$ cat src/rtl/mem_access_stage.sv
// Memory-access stage: one data-memory request per load/store, with lane steering,
// load extension, flush/discard handling and a bus timeout. Optional: MEM_ALIGN_CHECK_EN.
module mem_access_stage #(
    parameter int TIMEOUT_CYCLES = 255,
    parameter int TO_W           = 8
) (
    input  logic        clk,
    input  logic        rst,
    input  logic        in_valid,
    input  logic        mem_read,
    input  logic        mem_write,
    input  logic [1:0]  mem_size,
    input  logic        mem_unsigned,
    input  logic [31:0] addr,
    input  logic [31:0] wdata,
    input  logic        flush,
    input  logic        out_ready,
    output logic        dm_req,
    output logic        dm_we,
    output logic [31:0] dm_addr,
    output logic [3:0]  dm_be,
    output logic [31:0] dm_wdata,
    input  logic [31:0] dm_rdata,
    input  logic        dm_ack,
    output logic [31:0] rdata,
    output logic        stall,
    output logic        bus_err,
    output logic        misalign
);

    // Handshake: dm_req stays high from BUSY entry until the cycle dm_ack is seen
    // (or the timeout fires); request fields are stable for that whole window.
    typedef enum logic [1:0] {
        S_IDLE = 2'd0,
        S_BUSY = 2'd1,
        S_DONE = 2'd2
    } state_t;

    state_t            state_q, state_d;
    logic [31:0]       dm_addr_q, dm_addr_d;
    logic              dm_we_q, dm_we_d;
    logic [3:0]        dm_be_q, dm_be_d;
    logic [31:0]       dm_wdata_q, dm_wdata_d;
    logic [1:0]        lane_q, lane_d;
    logic [1:0]        size_q, size_d;
    logic              uns_q, uns_d;
    logic              load_q, load_d;
    logic [31:0]       rdata_q, rdata_d;
    logic              bus_err_q, bus_err_d;
    logic              discard_q, discard_d;
    logic [TO_W-1:0]   cnt_q, cnt_d;

    logic              mem_op;
    logic              misaligned;
    logic              kill;
    logic [TO_W-1:0]   cnt_inc;
    logic [3:0]        be_new;
    logic [31:0]       wdata_new;
    logic [7:0]        load_byte;
    logic [15:0]       load_half;
    logic [31:0]       load_fmt;

    always_comb begin
        mem_op = in_valid & (mem_read | mem_write);
`ifdef MEM_ALIGN_CHECK_EN
        misaligned = ((mem_size == 2'd1) & addr[0]) |
                     (mem_size[1] & (addr[1:0] != 2'b00));
`else
        misaligned = 1'b0;
`endif

        case (mem_size)
            2'd0:    be_new = 4'b0001 << addr[1:0];
            2'd1:    be_new = addr[1] ? 4'b1100 : 4'b0011;
            default: be_new = 4'b1111;
        endcase

        case (mem_size)
            2'd0:    wdata_new = {4{wdata[7:0]}};
            2'd1:    wdata_new = {2{wdata[15:0]}};
            default: wdata_new = wdata;
        endcase

        case (lane_q)
            2'd0:    load_byte = dm_rdata[7:0];
            2'd1:    load_byte = dm_rdata[15:8];
            2'd2:    load_byte = dm_rdata[23:16];
            default: load_byte = dm_rdata[31:24];
        endcase
        load_half = lane_q[1] ? dm_rdata[31:16] : dm_rdata[15:0];

        case (size_q)
            2'd0:    load_fmt = {{24{~uns_q & load_byte[7]}}, load_byte};
            2'd1:    load_fmt = {{16{~uns_q & load_half[15]}}, load_half};
            default: load_fmt = dm_rdata;
        endcase
    end

    always_comb begin
        state_d    = state_q;
        dm_addr_d  = dm_addr_q;
        dm_we_d    = dm_we_q;
        dm_be_d    = dm_be_q;
        dm_wdata_d = dm_wdata_q;
        lane_d     = lane_q;
        size_d     = size_q;
        uns_d      = uns_q;
        load_d     = load_q;
        rdata_d    = rdata_q;
        bus_err_d  = bus_err_q;
        discard_d  = discard_q;
        cnt_d      = cnt_q;
        stall      = 1'b0;
        kill       = discard_q | flush;
        cnt_inc    = cnt_q + 1'b1;

        case (state_q)
            S_IDLE: begin
                if (mem_op & ~flush & ~misaligned) begin
                    state_d    = S_BUSY;
                    stall      = 1'b1;
                    dm_addr_d  = {addr[31:2], 2'b00};
                    dm_we_d    = mem_write;
                    dm_be_d    = be_new;
                    dm_wdata_d = wdata_new;
                    lane_d     = addr[1:0];
                    size_d     = mem_size;
                    uns_d      = mem_unsigned;
                    load_d     = mem_read & ~mem_write;
                    cnt_d      = '0;
                    discard_d  = 1'b0;
                end
            end
            S_BUSY: begin
                stall = 1'b1;
                if (dm_ack) begin
                    // A killed instruction returns straight to IDLE with rdata untouched.
                    discard_d = 1'b0;
                    if (kill) begin
                        state_d = S_IDLE;
                    end else begin
                        state_d   = S_DONE;
                        rdata_d   = load_q ? load_fmt : 32'd0;
                        bus_err_d = 1'b0;
                    end
                end else if (cnt_inc == TO_W'(TIMEOUT_CYCLES)) begin
                    discard_d = 1'b0;
                    if (kill) begin
                        state_d = S_IDLE;
                    end else begin
                        state_d   = S_DONE;
                        rdata_d   = 32'd0;
                        bus_err_d = 1'b1;
                    end
                end else begin
                    cnt_d     = cnt_inc;
                    discard_d = kill;
                end
            end
            S_DONE: begin
                if (flush | out_ready) begin
                    state_d   = S_IDLE;
                    rdata_d   = 32'd0;
                    bus_err_d = 1'b0;
                end
            end
            default: state_d = S_IDLE;
        endcase
    end

    always_ff @(posedge clk) begin
        if (rst) begin
            state_q    <= S_IDLE;
            dm_addr_q  <= '0;
            dm_we_q    <= 1'b0;
            dm_be_q    <= '0;
            dm_wdata_q <= '0;
            lane_q     <= '0;
            size_q     <= '0;
            uns_q      <= 1'b0;
            load_q     <= 1'b0;
            rdata_q    <= '0;
            bus_err_q  <= 1'b0;
            discard_q  <= 1'b0;
            cnt_q      <= '0;
        end else begin
            state_q    <= state_d;
            dm_addr_q  <= dm_addr_d;
            dm_we_q    <= dm_we_d;
            dm_be_q    <= dm_be_d;
            dm_wdata_q <= dm_wdata_d;
            lane_q     <= lane_d;
            size_q     <= size_d;
            uns_q      <= uns_d;
            load_q     <= load_d;
            rdata_q    <= rdata_d;
            bus_err_q  <= bus_err_d;
            discard_q  <= discard_d;
            cnt_q      <= cnt_d;
        end
    end

    assign dm_req   = (state_q == S_BUSY);
    assign dm_we    = dm_we_q;
    assign dm_addr  = dm_addr_q;
    assign dm_be    = dm_be_q;
    assign dm_wdata = dm_wdata_q;
    assign rdata    = rdata_q;
    assign bus_err  = bus_err_q;
    assign misalign = (state_q == S_IDLE) & mem_op & misaligned;

endmodule
$ cat config.mk
export PLATFORM = sky130hd
export DESIGN_NAME = mem_access_stage
export DESIGN_NICKNAME = d
export VERILOG_FILES = /design/src/rtl/mem_access_stage.sv
export SDC_FILE = /design/constraint.sdc
export NUM_CORES = 1
export LEC_CHECK = 0
export ABC_CLOCK_PERIOD_IN_PS = 2900
export CAP_MARGIN = 20
export CORE_ASPECT_RATIO = 1.2
export CORE_MARGIN = 2
export CORE_UTILIZATION = 24
export DETAILED_ROUTE_END_ITERATION = 10
export SYNTH_ARGS = -nofsm -noshare
export SYNTH_HDL_FRONTEND = slang
export SYNTH_SLANG_ARGS = --single-unit
$ cat constraint.sdc
create_clock -name clk -period 2.9 [get_ports clk]
set_input_delay 0.435 -clock clk [delete_from_list [all_inputs] [get_ports clk]]
set_output_delay 0.435 -clock clk [all_outputs]
set_load 0.01 [all_outputs]
Word-level counts from Yosys, hierarchy flattened:

Index checks and enable logic that the tools add are counted.

* output and inout port bits: 105
* register bits: 117
* logic and storage cells: 85

* reduce and logical (&&, ||, !) cells: 11
* mux-type cells: 35
* add/subtract/negate cells: 1
* equality and inequality tests: 13
* shift-type cells: 1
* bitwise gates (word level): 11

Operators by type and width (count)
* 32-bit 2-to-1 mux: 6
* 32-bit case mux with 2 select lines: 3
* 8-bit 2-to-1 mux: 3
* 8-bit case mux with 3 select lines: 1
* 16-bit 2-to-1 mux: 1
* 8-bit case mux with 2 select lines: 1
* 2-bit 2-to-1 mux: 5
* 2-bit inequality test, second input constant: 5
* 1-bit 2-to-1 mux: 9
* 8-bit by 1-bit adder with 8-bit output, second input constant: 1
* 2-bit by 1-bit == test with 1-bit output, second input constant: 4
* 8-bit == test, second input constant: 1
* 2-bit zero test: 4
* 4-bit case mux with 2 select lines: 1
* 4-bit AND reduction: 2
* 1-bit case mux with 2 select lines: 3
* 2-bit case mux with 3 select lines: 1
* 1-bit AND: 5
* 2-bit == test, second input constant: 2
* 4-bit 2-to-1 mux: 1
* 2-bit AND reduction: 2
* 2-bit nonzero test: 2
* 1-bit by 2-bit << shifter with 4-bit output, first input constant: 1
* 3-bit by 1-bit inequality test with 1-bit output, second input constant: 1
* other kinds (3): 7

Logic depth before layout (Yosys ltp):

* depth after elaboration: 8
* depth in mapped cells: 7
* gate-level depth less buffers: 6

Worst setup path before layout:

OpenSTA, ideal clock, no wires.

* path kind: input -> register
* start point: input dm_ack
* end point: register rdata_q[2] (netlist: rdata[2])
* stages on the path: 7
* data required time: 2779 ps
* path slack: 851 ps
* arrival: 1929 ps
* path buffers: 2
* library setup time: 121 ps
* cells stage by stage: or3b_1 > buf_2 > o21bai_4 > a211o_1 > nand3_2 > buf_4 > mux2_2

* cells in the longest elaborated chain, start to end: 2
* elaborated cells between the ends (all ways): 4
* classes of those cells: eq/ne (1); mux (2); reduce/logical (1)

Ends and longest elaborated chain
* from (decl): line 24 `input logic dm_ack,`
* 3-bit by 1-bit inequality test with 1-bit output (no source line) or 32-bit 2-to-1 mux (tied branches)
* 4-bit AND reduction (no source line) or 32-bit case mux with 2 select lines (tied branches)
* to (signal assigned): line 196 `rdata_q <= rdata_d;`
* to (decl): line 48 `logic [31:0] rdata_q, rdata_d;`

Parallel ways exist; a longest one is shown, timed or not.
A chain may end at the register's enable or synchronous reset.

Worst setup path in the final report:

* start point: input flush
* end point: output stall

* cells in the longest elaborated chain, start to end: 4

Ends and longest elaborated chain
* from (decl): line 16 `input logic flush,`
* 1-bit inverter: line 119 `if (mem_op & ~flush & ~misaligned) begin`
* 1-bit AND: line 119
* 1-bit 2-to-1 mux: line 119
* 1-bit case mux with 2 select lines: line 117 `case (state_q)`
* to (decl): line 26 `output logic stall,`

Every way passes these cells.

==> reports/metrics.yaml <==
run_status:
  status: "finished, final reports clean"
floorplan:
  row_count: 60
  start_util: 0.244
  core_sq_mm: 0.0224
  fp.dieH_um: 170
  io-pin-count: 212
  die_area_sq_mm: 0.0241
  chipWidth_um: 142
global_route:
  met1_usage: 0.191
  grt_pass1_vias: 5484
  grtUsageMet3: 0.0604
  grt-busiest-layer: "met2"
  antenna_found_initial: 2
  overflow: 0
  grt_start_max_net_pins: 59
  grt.total_usage: 0.158
  grt_pass1_wl_um: 29800
  use_met2: 0.252
clock_tree:
  clkSinkCount: 117
  ctsHoldBuffers: 0
  cts_tree: "done"
  clock-root-buffer: "clkbuf_16"
  clock_path_buffers: 2
  insertion_delay_ns: 0.42
  path_clk_slew_ns: 0.06
  cts_setup_buffers: 0
  htree_levels: 4
  ctsResizeCount: 0
  cts_buffers: 17
synthesis:
  netlist_instances: 681
  ys_warn_count: 0
  synth_edf_count: 0
  synth_cell_types: 55
  syn_area_sq_mm: 0.00548
  ys_seq_area_frac: 0.427
  syn_avg_cell_area_sq_um: 8.05
  synth_seq_cells: 117
  synth_ff_type: "dfxtp_1"
  synth-async-reset-ratio: 0
timing:
  tns_ns: 0
  min_period_ns: 2.58
  relSlewSlack: 0.478
  hold_violations: 0
  finClkSkew_ns: 0.0134
  setup_viol: 0
  max_clock_freq_ghz: 0.388
  finalMaxSlewViolations: 0
  period_share: 0.890
  rsz0062_at_grt: "no"
  worstMarginPinSlew_ns: 0.781
power:
  power.total_mw: 4.58
  power_density_mw_per_mm2: 543
  p_leak_nw: 2.94
  vdd_drop_max_uv: 402
final_layout:
  layout-drive-gt1-share: 0.0960
  n_fill_cell: 2273
  final_cell_mix: "207 x clkdlybuf4s50_1, 146 x nand2_1, 117 x dfxtp_1, 69 x a21oi_1, 48 x nor2_1"
  syn_to_final_growth_pct: 53.8
  register_area_sq_mm: 0.00234
  final_common_cell: "clkdlybuf4s50_1"
  nets: 981
  multi_input_area_sq_mm: 0.00279
  finish.utilization: 0.376
critical_path:
  timing.rr.end: "rdata[31]$_SDFFE_PP0P_"
  cp_data_arrival_time_ns: 2.14
  timing.rr.start: "cnt_q[1]$_SDFFE_PP0P_"
  path_class: "in -> out"
  crit_fanout: 5
  worstPathRequired_ns: 2.47
  startpoint_type: "primary input"
  startpoint: "flush"
  crit_path_end: "stall"
  r2r_setup_slack_ns: 0.38
  worstRegToRegCells: 7
  worstSetupEndpointType: "output pin"
run:
  cap_violations: 0
route:
  avgRoutedWirePerCell_um: 16.2
  vias: 5581
  drc_errors: 0
  drtIter0Drc: 293
  vias_per_cell: 4.79
  drtAntennaViolNets: 0
  dr.pass1.iters: 5
  routed_wl_um: 18800
placed_design:
  port_buffers: 208
  hpwlAfterDp_um: 13400
  gp_congestion: 0.822
hold_path:
  hp-class: "reg -> reg"
  min-delay-start: "dm_addr[9]$_SDFFE_PP0P_"
Yosys cell counts (5+ instances only):
| cell | instances | area (sq um) |
|---|---|---|
| a31o_2 | 9 | 78.8 |
| nand2_1 | 146 | 548 |
| a221o_1 | 8 | 80.1 |
| buf_2 | 11 | 55.1 |
| nand2b_1 | 5 | 31.3 |
| nor2b_1 | 9 | 56.3 |
| dfxtp_1 | 117 | 2340 |
| a211oi_1 | 12 | 90.1 |
| mux2i_1 | 17 | 170 |
| mux2_2 | 15 | 169 |
| buf_4 | 5 | 37.5 |
| clkbuf_1 | 38 | 143 |
| a311oi_1 | 10 | 87.6 |
| a21oi_1 | 69 | 345 |
| o22a_1 | 6 | 52.6 |
| o32ai_1 | 17 | 149 |
| inv_1 | 30 | 113 |
| o21ai_0 | 40 | 200 |
| nor3_1 | 20 | 100 |
| nor2_1 | 48 | 180 |
worst min-delay path by stage:
stage / end / cells past startpoint
after global routing: dm_addr[9]$_SDFFE_PP0P_ / 2
after global placement: dm_addr[28]$_SDFFE_PP0P_ / 2
after floorplan: uns_q$_SDFFE_PP0P_ / 2
after detailed placement: dm_addr[9]$_SDFFE_PP0P_ / 2
final: dm_addr[9]$_SDFFE_PP0P_ / 2
after CTS: dm_wdata[6]$_SDFFE_PP0P_ / 2
sequential cells by signal, summed over array words and instances (netlist names), 2 cells and up:
| signal | cells |
|---|---|
| cnt_q | 8 |
| dm_wdata | 32 |
| state_q | 2 |
| lane_q | 2 |
| size_q | 2 |
| dm_addr | 30 |
| rdata | 32 |
| dm_be | 4 |
metrics by stage:
| step | instance area (sq um) | setup WS (ns) | hold slack (ns) | cells |
|---|---|---|---|---|
| detailed placement | 7820 | 0.196 | 0.446 | 1131 |
| finish | 8430 | 0.320 | 0.451 | 1165 |
| global route | 8430 | 0.219 | 0.467 | 1164 |
| global placement | 7820 | 0.250 | 0.441 | 1131 |
| floorplan | 5490 | 0.851 | 0.449 | 683 |
| CTS | 8420 | 0.285 | 0.454 | 1163 |
where the power goes:
part | total (mW) | internal [mW] | leakage [nW] | switching [mW]
clock | 2.14 | 1.33 | 0.278 | 0.810
combinational | 0.721 | 0.363 | 1.71 | 0.358
sequential | 1.72 | 1.67 | 0.950 | 0.0411
total | 4.58 | 3.37 | 2.94 | 1.21
cell families after synthesis:
logic type,count (synthesis),share of synthesized area
AND/OR/NAND/NOR,246,0.193
AO/OA/AOI/OAI,193,0.237
flip-flops,117,0.427
buffers and inverters,87,0.0683
multiplexers,33,0.0660
adder cells (fa/ha/maj),2,0.00457
XOR/XNOR,2,0.00320
other,1,0.000684
per-layer routing:
metal  routed length [um]  vias to the layer above
li1                     -                     2756
met1                 7880                     2582
met2                 8790                      203
met3                 1600                       36
met4                  527                        4
met5                   26                        -
worst max-delay path, cell delays in order:
cell and delay (ns):
clkdlybuf4s50_1 0.51, nor4b_1 0.28, buf_4 0.19, o21ai_4 0.05, nand2_1 0.09, clkdlybuf4s50_1 0.58
final cells by class:
class / count / share of cell area
multi-input combinational: 479 / 0.331
sequential: 117 / 0.278
timing repair buffer: 227 / 0.266
clock buffer: 21 / 0.0558
tap: 279 / 0.0414
clock inverter: 11 / 0.0148
inverter: 30 / 0.0134
antenna: 1 / 0.000297
Note: power is estimated with default switching activity, not from simulation.
==> RTL edit 1: new RTL, config.mk and constraints unchanged <==
Re-encode `state_t` (3 states) as one-hot, 3 bits wide.
--- a/src/rtl/mem_access_stage.sv
+++ b/src/rtl/mem_access_stage.sv
@@ -30,10 +30,10 @@
 
     // Handshake: dm_req stays high from BUSY entry until the cycle dm_ack is seen
     // (or the timeout fires); request fields are stable for that whole window.
-    typedef enum logic [1:0] {
-        S_IDLE = 2'd0,
-        S_BUSY = 2'd1,
-        S_DONE = 2'd2
+    typedef enum logic [2:0] {
+        S_IDLE = 3'b001,
+        S_BUSY = 3'b010,
+        S_DONE = 3'b100
     } state_t;
 
     state_t            state_q, state_d;
Behaviour: same outputs for any inputs over 4 cycles, from zero or initial values and one cycle with rst high; so few cycles prove little.
==> RTL edit 1 against the original RTL <==
Combinational power grew 18%. Count of clock-buffer cells in the layout did not move. Utilization fell by 0.31 points. Wire length increased by 2.1%. Synthesized cell count increased by 2.9%. Synthesized area increased by 3.0%. Final area grew 2.2%. Non-clock buffer count fell by 2. Die area rose by 2.9%. Sequential cell count up 1. Setup slack better by 43 ps. Clock power down 2%. Power grew 2.9%.
==> RTL edit 1: results (changes against the original RTL) <==
| Metric | Value |
|---|---|
| Adder-cell share of the synthesized area | `0.00443 (was 0.00457)` |
| Met3 WL post-DR | `1.72 mm (was 1.60 mm)` |
| Number of DRC markers in iteration 0 | `276 (was 293)` |
| Mux cell area share after synthesis | `0.0851 (was 0.0660)` |
| DP Wirelength | `13.6 mm (was 13.4 mm)` |
| Commonest cells in the netlist | `nand2_1 (147), dfxtp_1 (118), a21oi_1 (68) (was nand2_1 (146), dfxtp_1 (117), a21oi_1 (69))` |
| Compound-cell area share of the yosys netlist | `0.214 (was 0.237)` |
| HP Class | `input pin to flip-flop (was flip-flop to flip-flop)` |
| Leakage | `3.05 nW (was 2.94 nW)` |
| VDD IR max | `0.000362 V (was 0.000402 V)` |
| Top cells by area, synth | `dfxtp_1 (42%), nand2_1 (9.8%), mux2i_1 (7.4%), a21oi_1 (6.0%), o21ai_0 (4.2%) (was dfxtp_1 (43%), nand2_1 (10%), a21oi_1 (6.3%), o21ai_0 (3.7%), nor2_1 (3.3%))` |
| Outcome | `finished clean (unchanged)` |
| Met2 routed WL | `8.93 mm (was 8.79 mm)` |
| Post-CTS Resized | `0 (unchanged)` |
| Vias per cell | `4.63 (was 4.79)` |
| Post-synthesis sequential area ratio | `0.419 (was 0.427)` |
| Placed instance area | `0.00803 sq mm (was 0.00782 sq mm)` |
| Gr usage total | `0.156 (was 0.158)` |
| Highest metal used | `met4 (was met5)` |
| Largest net degree at the start of global routing | `92 (was 59)` |
| WL final | `19.2 mm (was 18.8 mm)` |
| Switch Pwr | `1.27 mW (was 1.21 mW)` |
| Clock skew | `6.53 ps (was 13.4 ps)` |
| Share of cells above drive strength 1 | `0.0699 (was 0.0960)` |
| Cts hold-fix bufs | `0 (unchanged)` |
| Diodes inserted | `0 (was 1)` |
| Logic gate share of total power | `0.180 (was 0.157)` |
| GPL Wtd Cong | `0.870 (was 0.822)` |
| Crit path DAT | `2100 ps (was 2140 ps)` |
| Fin nets | `997 (was 981)` |
| Vias in the first global route | `5472 (was 5484)` |
| Netlist cell types | `60 (was 55)` |
| FILL cells | `2320 (was 2273)` |
| M1 wire length | `8.18 mm (was 7.88 mm)` |
==> RTL edit 1: per-stage QoR <==
step	instances	util	worst slack, ps	power (mW)
after floorplan	703	-	893	2.21
after global placement	1184	0.347	428	2.66
final	1216	0.372	363	4.71
after detailed placement	1184	0.347	344	2.66
after CTS	1216	0.372	299	4.79
after global routing	1216	0.372	102	4.95
==> RTL edit 1: cells by family after synthesis <==
kind of cell | Yosys count
adders and majority gates | 2
buffers and inverters | 81
other | 1
AOI/OAI and AO/OA | 190
and+or+nand+nor | 261
muxes | 46
xor gates and xnor gates | 2
DFF | 118
==> RTL edit 1: routing by layer <==
| layer | global-route usage | vias up |
|---|---|---|
| met4 | 0.0601 | 0 |
| li1 | - | 2809 |
| met3 | 0.0504 | 25 |
| met5 | 0 | - |
| met1 | 0.190 | 2572 |
| met2 | 0.255 | 222 |
==> RTL edit 1: area by class of cell <==
type | instances | area, sq um | area share
Clock buffer | 21 | 460 | 0.0535
Clock inverter | 11 | 125 | 0.0145
Inverter | 22 | 82.6 | 0.00959
Multi-Input combinational cell | 504 | 2960 | 0.343
Sequential cell | 118 | 2360 | 0.274
Tap cell | 315 | 394 | 0.0458
Timing Repair Buffer | 225 | 2230 | 0.259
==> RTL edit 1: critical path, cell delays in order (launching register included) <==
cell and delay, ps:
dfxtp_1 390, nor3b_2 460, o2111ai_4 170, nand2_1 130
clkdlybuf4s50_1 550
==> RTL edit 1: worst paths after layout <==
path / from / to / slack, ps / cells past startpoint
worst max-delay path: state_q[0] / stall / 360 / 4
worst min-delay path: rst / load_q / 430 / 2
worst max register to register: cnt_q[0] / rdata[31] / 400 / 7
worst min register to register: dm_addr[29] / dm_addr[29] / 450 / 2
==> RTL edit 2: new RTL, same settings <==
Without the edit above. `TO_W`: 8 -> 7.
--- a/src/rtl/mem_access_stage.sv
+++ b/src/rtl/mem_access_stage.sv
@@ -2,7 +2,7 @@
 // load extension, flush/discard handling and a bus timeout. Optional: MEM_ALIGN_CHECK_EN.
 module mem_access_stage #(
     parameter int TIMEOUT_CYCLES = 255,
-    parameter int TO_W           = 8
+    parameter int TO_W           = 7
 ) (
     input  logic        clk,
     input  logic        rst,
Formal check against the unedited RTL: no difference found for any inputs over 4 cycles, from zero or initial values and one cycle with rst high; that may be too few to reach the edited logic, so the function may still have changed.
==> RTL edit 2 against the original RTL <==
Synthesized area fell by 1.5%. Setup slack improved by 39 ps. Critical path type unchanged. Sequential share of layout area rose by 0.064 points. Final area fell by 1.1%. Power fell by 3.6%. Sequential cell count fell by 1. Combinational power fell by 12%. Clock skew rose by 1.4 ps. Fmax rose by 1.5%. Wire length fell by 3.5%. Cell count fell by 1.9%. Utilization fell by 0.16 points.
==> RTL edit 2: results (changes against the original RTL) <==
| Metric | Value |
|---|---|
| Post CTS Setup Buffer Count | `0 (unchanged)` |
| Commonest cells in the netlist | `nand2_1 (166), dfxtp_1 (116), a21oi_1 (66) (was nand2_1 (146), dfxtp_1 (117), a21oi_1 (69))` |
| Top cells by area, synth | `dfxtp_1 (43%), nand2_1 (12%), mux2i_1 (9.8%), a21oi_1 (6.1%), o211ai_1 (2.9%) (was dfxtp_1 (43%), nand2_1 (10%), a21oi_1 (6.3%), o21ai_0 (3.7%), nor2_1 (3.3%))` |
| Fin nets | `962 (was 981)` |
| Number of DRC markers in iteration 0 | `263 (was 293)` |
| Diodes inserted | `0 (was 1)` |
| DP Wirelength | `12.9 mm (was 13.4 mm)` |
| Adder-cell share of the synthesized area | `0.00463 (was 0.00457)` |
| Post-synth top flop | `dfxtp_1 (unchanged)` |
| Number of CTS-inserted buffers | `17 (unchanged)` |
| Clk root buf | `clkbuf_16 (unchanged)` |
| VDD IR max | `0.000369 V (was 0.000402 V)` |
| Gr usage total | `0.156 (was 0.158)` |
| Mux cell area share after synthesis | `0.113 (was 0.0660)` |
| Vias | `5344 (was 5581)` |
| Dpl ws | `338 ps (was 196 ps)` |
| Clock skew | `14.8 ps (was 13.4 ps)` |
| Largest net degree at the start of global routing | `60 (was 59)` |
| Reg-to-reg endpoint | `rdata[30] (was rdata[31])` |
| Crit path DAT | `2110 ps (was 2140 ps)` |
| Worst rel slew slack | `0.564 (was 0.478)` |
| WL final | `18.2 mm (was 18.8 mm)` |
| First-pass GRT wire length | `28.9 mm (was 29.8 mm)` |
| Share of cells above drive strength 1 | `0.0718 (was 0.0960)` |
| RR Startpoint | `cnt_q[1] (unchanged)` |
| XOR/XNOR Fraction of Synth Area | `0 (was 0.00320)` |
| Worst-path fanout max | `4 (was 5)` |
| FILL cells | `2276 (was 2273)` |
| Initial DRT Pass Iterations | `4 (was 5)` |
| Hold path depth | `2 (unchanged)` |
| PnR worst setup slack | `359 ps (was 320 ps)` |
| Final cell count without fillers | `1143 (was 1165)` |
| Post-synthesis sequential area ratio | `0.430 (was 0.427)` |
| HP Class | `input pin to flip-flop (was flip-flop to flip-flop)` |
| Max Slew Vio Count | `0 (unchanged)` |
| Compound-cell area share of the yosys netlist | `0.207 (was 0.237)` |
| Worst r2r path cells | `6 (was 7)` |
| Netlist cell types | `52 (was 55)` |
| Syn_area_per_cell | `8.16 sq um (was 8.05 sq um)` |
| Post-CTS Resized | `0 (unchanged)` |
| GR met1 Demand/Resource | `0.193 (was 0.191)` |
| Leakage | `2.91 nW (was 2.94 nW)` |
| Flop-to-flop setup slack | `750 ps (was 380 ps)` |
| Crit path launch | `flush (unchanged)` |
| Initial antenna violation count | `3 (was 2)` |
| Outcome | `finished clean (unchanged)` |
| Grt met3 use | `0.0609 (was 0.0604)` |
| Area Growth Syn to Fin | `54.4% (was 53.8%)` |
| Fraction of met2 tracks used by global routing | `0.249 (was 0.252)` |
| P_int | `3.29 mW (was 3.37 mW)` |
| Placed instance area | `0.00776 sq mm (was 0.00782 sq mm)` |
| GPL Wtd Cong | `0.802 (was 0.822)` |
## RTL edit 2: changes by cell type after synthesis, moves of 10 or more
cell      delta
o21ai_0     -11
inv_1       -20
nor2_1      -15
mux2i_1     +36
nand2_1     +20
mux2_2      -12
nor3_1      -10
o32ai_1     -16
o211ai_1    +17
## RTL edit 2: how the worst min path moves through the flow
stage / slack, ps / endpoint / startpoint
2_1_floorplan: 440 / uns_q / uns_q
5_1_grt: 430 / dm_addr[19] / rst
6_report: 420 / dm_addr[21] / rst
3_3_place_gp: 440 / dm_addr[10] / dm_addr[10]
4_1_cts: 410 / dm_addr[21] / rst
3_5_place_dp: 450 / dm_wdata[4] / dm_wdata[4]
## RTL edit 2: critical path, stage by stage
cell             delay [ps]
clkdlybuf4s50_1         470
nor4b_2                 460
o21ai_4                 100
nand2_1                 100
clkdlybuf4s50_1         540
## RTL edit 2: area by class of cell
cell class / instances / area share
flip-flops and latches: 116 / 0.278
inverters: 10 / 0.00450
clock buffers: 19 / 0.0543
multi-input cells: 484 / 0.339
clock inverters: 11 / 0.0155
well taps: 279 / 0.0419
repair buffers: 224 / 0.267
## RTL edit 2: power by group through the flow
stage	Clock (mW)	Combinational [mW]	Sequential [mW]
after floorplan	0	0.269	1.74
after global placement	0	0.641	1.71
after detailed placement	0	0.641	1.72
after CTS	2.17	0.645	1.68
after global routing	2.24	0.698	1.69
final	2.10	0.636	1.68
## RTL edit 2: metal layers
metal | part of all wire | up-vias
met3 | 0.072 | 20
met4 | 0.014 | 6
met1 | 0.44 | 2456
met2 | 0.47 | 169
li1 | - | 2693
met5 | 0.0022 | -
